--- config.mk ---
export PLATFORM = sky130hd
export DESIGN_NAME = riscv_bif_arbiter
export DESIGN_NICKNAME = d
export VERILOG_FILES = /design/src/rtl/riscv_bif_arbiter.sv
export SDC_FILE = /design/constraint.sdc
export NUM_CORES = 1
export LEC_CHECK = 0
export CAP_MARGIN = 25
export CORE_AREA = 2 2 106 108
export CTS_CLUSTER_DIAMETER = 200
export DETAILED_ROUTE_END_ITERATION = 8
export DIE_AREA = 0 0 108 110
export GPL_ROUTABILITY_DRIVEN = 0
export PLACE_DENSITY_LB_ADDON = 0.15
export REMOVE_ABC_BUFFERS = 1
export SYNTH_ARGS = -nofsm -noshare
export SYNTH_HDL_FRONTEND = slang
export SYNTH_SLANG_ARGS = --single-unit
--- constraint.sdc ---
create_clock -name clk -period 2.84 [get_ports clk]
set_clock_uncertainty 0.1 [all_clocks]
set_input_delay 0.426 -clock clk [delete_from_list [all_inputs] [get_ports clk]]
set_output_delay 0.426 -clock clk [all_outputs]
set_load 0.005 [all_outputs]
--- src/rtl/riscv_bif_arbiter.sv ---
`default_nettype none
// ============================================================================
// Module   : riscv_bif_arbiter
// Purpose  : Shares the external bif between the instruction-fetch port (I)
//            and the EX-stage data port (D). Locks the grant until the bus
//            accepts it, and routes read returns back to their issuer through
//            an in-order source-ID FIFO.
// Options  : RISCV_BIF_ARB_RR_EN - round-robin tie break between I and D.
//            Undefined (default): fixed priority, D wins every tie.
// Revision : 1.0 - initial release
// ============================================================================
module riscv_bif_arbiter #(
   parameter int OUTST_DEPTH = 4,
   parameter int OUTST_PTR_W = 2
) (
   input  logic        clk,
   input  logic        rstn,
   // instruction-fetch requester (read-only)
   input  logic        i_bif_req,
   input  logic [31:0] i_bif_addr,
   output logic        i_bif_ack,
   output logic [31:0] i_bif_rdata,
   output logic        i_bif_rvalid,
   // data requester (read/write)
   input  logic        d_bif_req,
   input  logic        d_bif_rnw,
   input  logic [31:0] d_bif_addr,
   input  logic [3:0]  d_bif_wmask,
   input  logic [31:0] d_bif_wdata,
   output logic        d_bif_ack,
   output logic [31:0] d_bif_rdata,
   output logic        d_bif_rvalid,
   // memory-side bus
   output logic        m_bif_req,
   output logic        m_bif_rnw,
   output logic [31:0] m_bif_addr,
   output logic [3:0]  m_bif_wmask,
   output logic [31:0] m_bif_wdata,
   input  logic        m_bif_ack,
   input  logic [31:0] m_bif_rdata,
   input  logic        m_bif_rvalid,
   output logic        err_rvalid
);

   localparam logic                 c_SRC_I    = 1'b0;
   localparam logic                 c_SRC_D    = 1'b1;
   localparam logic [OUTST_PTR_W:0] c_FULL_CNT = (OUTST_PTR_W + 1)'(OUTST_DEPTH);

   typedef enum logic [0:0] {
      ST_UNLOCKED = 1'b0,
      ST_LOCKED   = 1'b1
   } lock_state_t;

   lock_state_t            r_state;
   lock_state_t            w_state_nxt;
   logic                   r_owner;
   logic                   w_owner_nxt;
   logic [OUTST_DEPTH-1:0] r_fifo;
   logic [OUTST_PTR_W-1:0] r_wr_ptr;
   logic [OUTST_PTR_W-1:0] r_rd_ptr;
   logic [OUTST_PTR_W:0]   r_cnt;
   logic                   r_err;

   logic w_full;
   logic w_empty;
   logic w_i_elig;
   logic w_d_elig;
   logic w_prio;
   logic w_gnt_valid;
   logic w_gnt_src;
   logic w_accept;
   logic w_push;
   logic w_pop;
   logic w_head;

   // Full is judged on the registered count, so a same-cycle pop never frees a slot early
   assign w_full   = (r_cnt == c_FULL_CNT);
   assign w_empty  = (r_cnt == '0);
   assign w_head   = r_fifo[r_rd_ptr];
   assign w_i_elig = i_bif_req && !w_full;
   assign w_d_elig = d_bif_req && (!d_bif_rnw || !w_full);

`ifdef RISCV_BIF_ARB_RR_EN
   logic r_prio;

   // Tie-break pointer: after every accept the requester that did not win gets priority
   always_ff @(posedge clk or negedge rstn) begin
      if (!rstn) begin
         r_prio <= c_SRC_D;
      end else if (w_accept) begin
         r_prio <= ~w_gnt_src;
      end
   end

   assign w_prio = r_prio;
`else
   assign w_prio = c_SRC_D;
`endif

   // Grant selection and lock next-state: a held grant ignores the other requester
   always_comb begin
      w_gnt_valid = 1'b0;
      w_gnt_src   = c_SRC_D;
      w_state_nxt = r_state;
      w_owner_nxt = r_owner;
      if (!rstn) begin
         w_gnt_valid = 1'b0;
      end else if (r_state == ST_LOCKED) begin
         // A requester that drops req while locked simply presents no request
         w_gnt_src   = r_owner;
         w_gnt_valid = (r_owner == c_SRC_D) ? d_bif_req : i_bif_req;
      end else if (w_i_elig && w_d_elig) begin
         w_gnt_valid = 1'b1;
         w_gnt_src   = w_prio;
      end else if (w_d_elig) begin
         w_gnt_valid = 1'b1;
         w_gnt_src   = c_SRC_D;
      end else if (w_i_elig) begin
         w_gnt_valid = 1'b1;
         w_gnt_src   = c_SRC_I;
      end
      case (r_state)
         ST_UNLOCKED: begin
            if (w_gnt_valid && !m_bif_ack) begin
               w_state_nxt = ST_LOCKED;
               w_owner_nxt = w_gnt_src;
            end
         end
         ST_LOCKED: begin
            if (w_gnt_valid && m_bif_ack) begin
               w_state_nxt = ST_UNLOCKED;
            end
         end
         default: w_state_nxt = ST_UNLOCKED;
      endcase
   end

   // Lock state register
   always_ff @(posedge clk or negedge rstn) begin
      if (!rstn) begin
         r_state <= ST_UNLOCKED;
         r_owner <= c_SRC_I;
      end else begin
         r_state <= w_state_nxt;
         r_owner <= w_owner_nxt;
      end
   end

   // Bus field mux from the granted requester; fetch is always a full-word read
   always_comb begin
      m_bif_req   = 1'b0;
      m_bif_rnw   = 1'b0;
      m_bif_addr  = '0;
      m_bif_wmask = '0;
      m_bif_wdata = '0;
      if (w_gnt_valid) begin
         m_bif_req = 1'b1;
         if (w_gnt_src == c_SRC_D) begin
            m_bif_rnw   = d_bif_rnw;
            m_bif_addr  = d_bif_addr;
            m_bif_wmask = d_bif_rnw ? 4'h0 : d_bif_wmask;
            m_bif_wdata = d_bif_wdata;
         end else begin
            m_bif_rnw  = 1'b1;
            m_bif_addr = i_bif_addr;
         end
      end
   end

   assign w_accept = w_gnt_valid && m_bif_ack;
   assign i_bif_ack = w_accept && (w_gnt_src == c_SRC_I);
   assign d_bif_ack = w_accept && (w_gnt_src == c_SRC_D);
   assign w_push    = w_accept && m_bif_rnw;
   assign w_pop     = m_bif_rvalid && !w_empty;

   // Returns are in acceptance order, so the FIFO head names the owner of this rdata
   assign i_bif_rvalid = w_pop && (w_head == c_SRC_I);
   assign d_bif_rvalid = w_pop && (w_head == c_SRC_D);
   assign i_bif_rdata  = rstn ? m_bif_rdata : 32'h0;
   assign d_bif_rdata  = rstn ? m_bif_rdata : 32'h0;
   assign err_rvalid   = r_err;

   // Source-ID FIFO bookkeeping and sticky unexpected-return flag
   always_ff @(posedge clk or negedge rstn) begin
      if (!rstn) begin
         r_fifo   <= '0;
         r_wr_ptr <= '0;
         r_rd_ptr <= '0;
         r_cnt    <= '0;
         r_err    <= 1'b0;
      end else begin
         if (w_push) begin
            r_fifo[r_wr_ptr] <= w_gnt_src;
            r_wr_ptr         <= r_wr_ptr + 1'b1;
         end
         if (w_pop) begin
            r_rd_ptr <= r_rd_ptr + 1'b1;
         end
         if (w_push && !w_pop) begin
            r_cnt <= r_cnt + 1'b1;
         end else if (!w_push && w_pop) begin
            r_cnt <= r_cnt - 1'b1;
         end
         if (m_bif_rvalid && w_empty) begin
            r_err <= 1'b1;
         end
      end
   end

endmodule
`default_nettype wire

# Word level (Yosys, flattened, before mapping)
# Cells that the tools add are included.
[classes] addsub=4 n_eq_ne=1 n_lt_le_gt_ge=3 reduce_logical=25 n_bitwise=3 n_mux=32
[op_table] operator="32-bit 2-to-1 mux" count=5
[op_table] operator="1-bit 2-to-1 mux" count=18
[op_table] operator="1-bit logical AND" count=15
[op_table] operator="4-bit 2-to-1 mux" count=3
[op_table] operator="1-bit zero test" count=6
[op_table] operator="2-bit by 3-bit < comparator with 1-bit output (second input constant)" count=2
[op_table] operator="3-bit 2-to-1 mux" count=2
[op_table] operator="2-bit by 1-bit adder with 2-bit output (second input constant)" count=2
[op_table] operator="4-bit bitwise mux" count=1
[op_table] operator="3-bit by 1-bit adder with 3-bit output (second input constant)" count=1
[op_table] operator="3-bit equality test (second input constant)" count=1
[op_table] operator="3-bit zero test" count=1
[op_table] operator="1-bit NOT" count=3
[op_table] operator="3-bit by 1-bit subtractor with 3-bit output (second input constant)" count=1
[op_table] operator="1-bit binary-select mux with 2-bit select" count=1
[op_table] operator="1-bit demux with 2-bit select" count=1
[op_table] operator="2-bit by 1-bit >= comparator with 1-bit output (second input constant)" count=1
[op_table] operator="1-bit one-hot mux with 2 select lines" count=1
[op_table] operator="2-bit AND reduction" count=1
[op_table] operator="2-bit nonzero test" count=1
[op_table] operator="1-bit logical OR" count=1
[word_totals] reg_bits=14 elab_cells=75

# Logic depth before layout (Yosys ltp)
[depth] word_depth=15 ltp_mapped=10

# Least setup slack after synthesis
# OpenSTA, ideal clock, no wires.
[synth_timing] path_kind="input to register" startpoint="input rstn" endpoint="register r_cnt[2]" setup_slack_ps=294 arrival_ps=2367 path_stages=10 setup_ps=79 cell_sequence="buf_2 -> nand4bb_4 -> o221a_2 -> nor4_4 -> ha_1 -> inv_1 -> fa_1 -> xor2_1 -> nor2_1 -> xor2_1"
[synth_via] elab_chain_len=7 word_cells_on_any_way=11
[synth_lines] item="start: declaration" line_no="17" text="input logic rstn,"
[synth_lines] item="1-bit 2-to-1 mux" line_no="106" text="if (!rstn) begin"
[synth_lines] item="1-bit 2-to-1 mux" line_no="158" text="if (w_gnt_src == c_SRC_D) begin"
[synth_lines] item="1-bit 2-to-1 mux" line_no="156" text="if (w_gnt_valid) begin"
[synth_lines] item="1-bit logical AND (*)" line_no="173" text="assign w_push = w_accept && m_bif_rnw;"
[synth_lines] item="named net w_push" line_no="72" text="logic w_push;"
[synth_lines] item="1-bit zero test" line_no="201" text="end else if (!w_push && w_pop) begin"
[synth_lines] item="1-bit logical AND" line_no="201"
[synth_lines] item="2-bit nonzero test (no source line)"
[synth_lines] item="end signal: assignment" line_no="200" text="r_cnt <= r_cnt + 1'b1;"
[synth_lines] item="end signal: assignment" line_no="202" text="r_cnt <= r_cnt - 1'b1;"
[synth_lines] item="end: declaration" line_no="61" text="logic [OUTST_PTR_W:0] r_cnt;"
# Mark *: on every way through the listed nets, which the timed path passes. The rest lies on a longest branch.
# A chain may end at the register's enable or synchronous reset.

==> impl_metrics.csv <==
group,metric,value,unit
critical_path,cpPeakStageDelay,0.52,ns
clock_network,numCtsBuffers,3,
routing,vias_per_cell,4.18,
routing,first_pass_iters,4,
final_layout,final_cells,704,
power,p_leak,2.75,nW
critical_path,cp_max_fo,32,
routing,antenna_left,0,
place,placed_area,0.00501,mm^2
timing,timing.final.crit_period,2.79,ns
critical_path,worst-setup-path-type,"reg -> out",
clock_network,insertion_delay,0.24,ns
place,dp.cells,690,
logic_synthesis,syn_area,0.00217,mm^2
routing,routedWlPerCell,15.0,um
logic_synthesis,synth_most_common_cell,"nand2_1",
timing,drv_slew,0,
logic_synthesis,yosys-top-cells-area,"and2_1 (18%), dfrtp_1 (16%), nand2_1 (12%), buf_4 (11%), a21oi_1 (5.1%)",
logic_synthesis,yosysWarnings,0,
power,p_sw_frac,0.373,
critical_path,path_buf_inv,2,
critical_path,arrival,2.27,ns
power,p_int,1.47,mW
clock_network,ctsHoldBuffers,0,
power,p_clk_frac,0.083,
place,dp_hpwl,8460,um
clock_network,clock_sinks,14,
final_layout,multi_input_area,0.00146,mm^2
power,powerDensity,443,mW/mm^2
timing,slew_headroom,0.777,
logic_synthesis,ys_seq_elements,14,
critical_path,crit_family,"simple AND/OR/NAND/NOR gates",
routing,routed_wl,10500,um
timing,grt_setup_unrepaired,"true",
worst_hold_path,hp-class,"in -> async",
grt,grt-ovfl-total,0,
outcome,status,"finished, final reports clean",
power,comb_power_share,0.748,
logic_synthesis,syn_inst,299,
clock_network,cts_tree,"built",
clock_network,clock_tree.root_cell,"clkbuf_8",
logic_synthesis,synth.largest_area_cell,"and2_1",
clock_network,htreeDepth,1,
critical_path,rr_worst_depth,8,
timing,hold_viol,0,
job,maxCapViolCount,0,
final_layout,final_area,0.00530,mm^2
routing,vias,2945,
timing,tightest_slew,0.332,ns
power,seq_power_share,0.169,
final_layout,nFillCells,1047,
die,die_h,110,um
power,p_switching,876,uW
critical_path,cpMaxStageDelayCell,"or4b_4",
clock_network,clk_path_buf_depth,2,
logic_synthesis,avgSynthCellArea,7.26,um^2
routing,dr.first_iter.drc_count,144,
power,power,2.35,mW
final_layout,regArea,354,um^2
final_layout,area_growth,144,%
die,rows,38,
grt,grt_max_degree,34,
grt,antenna_found_initial,0,
critical_path,crit_chain,"or4b_4, o2111a_1, buf_12, and2_1, clkdlybuf4s50_1",
final_layout,nets,710,
logic_synthesis,synth.yosys.seq_area_share,0.161,
grt,track_usage,0.153,
critical_path,critPathRequiredTime,2.31,ns
die,die_width,108,um
power,max-vdd-ir-drop,0.197,mV
logic_synthesis,yosys-top-cells-count,"nand2_1 (67), and2_1 (64), buf_4 (33), a21oi_1 (22), dfrtp_1 (14)",
place,port_buffers,277,
critical_path,cp-end-kind,"primary output",
die,die_area,0.0119,mm^2
critical_path,reg2reg_slack,0.25,ns
routing,post-route-drc-count,0,
clock_network,clk_pin_slew,0.06,ns
die,io_pins,278,
logic_synthesis,netlist.area_leader.share,0.185,
timing,fmax,358,MHz
final_layout,n_antenna_cell,0,
timing,finalSetupViolations,0,
logic_synthesis,ys_types,47,
critical_path,critPathLaunchType,"flop",
logic_synthesis,synth_ff_type,"dfrtp_1",
logic_synthesis,synth_edf_count,0,
die,core_area,0.0107,mm^2
logic_synthesis,async_flop_share,1.00,
die,start_util,0.203,
critical_path,reg2reg_to,"r_cnt[1]$_DFFE_PN0P_",
final_layout,drive_gt1_frac,0.126,
timing,min_period_over_period,0.983,
grt,grt_pass1_wl,14400,um
grt,grt_pass1_vias,2776,
[cells in the final DEF (no fill, tap or decap), drive strengths merged, types with 2 or more instances in the layout]
cell             n
a21oi           33
ha               5
dlygate4sd2      9
and2            64
nand3            8
xor2             3
xnor2            3
dlymetal6s2s    40
inv              6
nor2             5
mux2             2
dfrtp           14
o22a             5
clkbuf           5
and3             5
nand2           67
nor3             2
nor4             6
buf             34
clkdlybuf4s50  227
o21ai            2
[layer usage]
metal,global-route usage,share of wire
met2,0.281,0.55
met4,0.0375,0.016
met1,0.186,0.39
met5,0,0
met3,0.0247,0.049
[cell type report]
cell class / count / share of cell area
Timing Repair Buffer: 312 / 0.611
Multi-Input combinational cell: 228 / 0.275
Sequential cell: 14 / 0.0668
Tap cell: 140 / 0.0330
Clock buffer: 4 / 0.0104
Inverter: 6 / 0.00425
[cells by family (layout without fill, tap and decap cells)]
kind of cell	after synthesis	after routing	share of synthesized area
adders and majority gates	6	6	0.0381
AOI/OAI and AO/OA	47	47	0.159
and+or+nand+nor	166	166	0.419
DFF	14	14	0.161
muxes	3	3	0.0225
buffers and inverters	57	322	0.176
xor gates and xnor gates	6	6	0.0242
[per-stage QoR]
| step | setup TNS [ns] | util | hold WS, ns | worst slack, ns |
|---|---|---|---|---|
| final | 0 | 0.496 | 0.167 | 0.0475 |
| after global routing | -0.0215 | 0.496 | 0.177 | -0.0125 |
| after CTS | 0 | 0.482 | 0.170 | 0.00265 |
| after detailed placement | -6.55 | 0.468 | 0.351 | -0.203 |
| after global placement | -6.48 | 0.468 | 0.345 | -0.197 |
| after floorplan | 0 | - | 0.0304 | 0.376 |
[power groups by stage]
stage | combinational [mW] | clock, mW | sequential (mW)
finish | 1.76 | 0.194 | 0.397
global route | 1.91 | 0.214 | 0.410
CTS | 1.74 | 0.200 | 0.387
detailed placement | 1.62 | 0 | 0.409
global placement | 1.61 | 0 | 0.406
floorplan | 0.693 | 0 | 0.386
[flip-flops by register name, indices dropped and copies added (netlist names), named ones only]
name and flops:
r_rd_ptr 2, r_fifo 4, r_wr_ptr 2, err_rvalid 1, r_owner 1, r_cnt 3
[worst reg2reg max path, cell delays in order, from the launching register on]
cell and delay, ns:
dfrtp_2 0.44, or4b_4 0.53, buf_4 0.16, o21ai_2 0.24, nor4_4 0.06, ha_1 0.21
inv_1 0.08, fa_1 0.41, mux2_2 0.26
[repair_timing]
item / CTS / global route
cloned: 1 / 1
setup endpoints to repair: 72 / 61
setup buffers: 8 / 0
resized for setup: 14 / 45
pin swaps: 3 / 1
[worst max path at each step]
stage | cells past startpoint | end | from
2_1_floorplan | 9 | r_cnt[2]$_DFFE_PN0P_ | flop
3_3_place_gp | 7 | m_bif_addr[27] | d_bif_req
3_5_place_dp | 7 | m_bif_addr[21] | d_bif_req
4_1_cts | 5 | m_bif_wdata[0] | flop
5_1_grt | 8 | m_bif_addr[12] | r_cnt[0]$_DFFE_PN0P_
6_report | 5 | m_bif_wdata[16] | flop
Power figures use the tool's default switching activity.
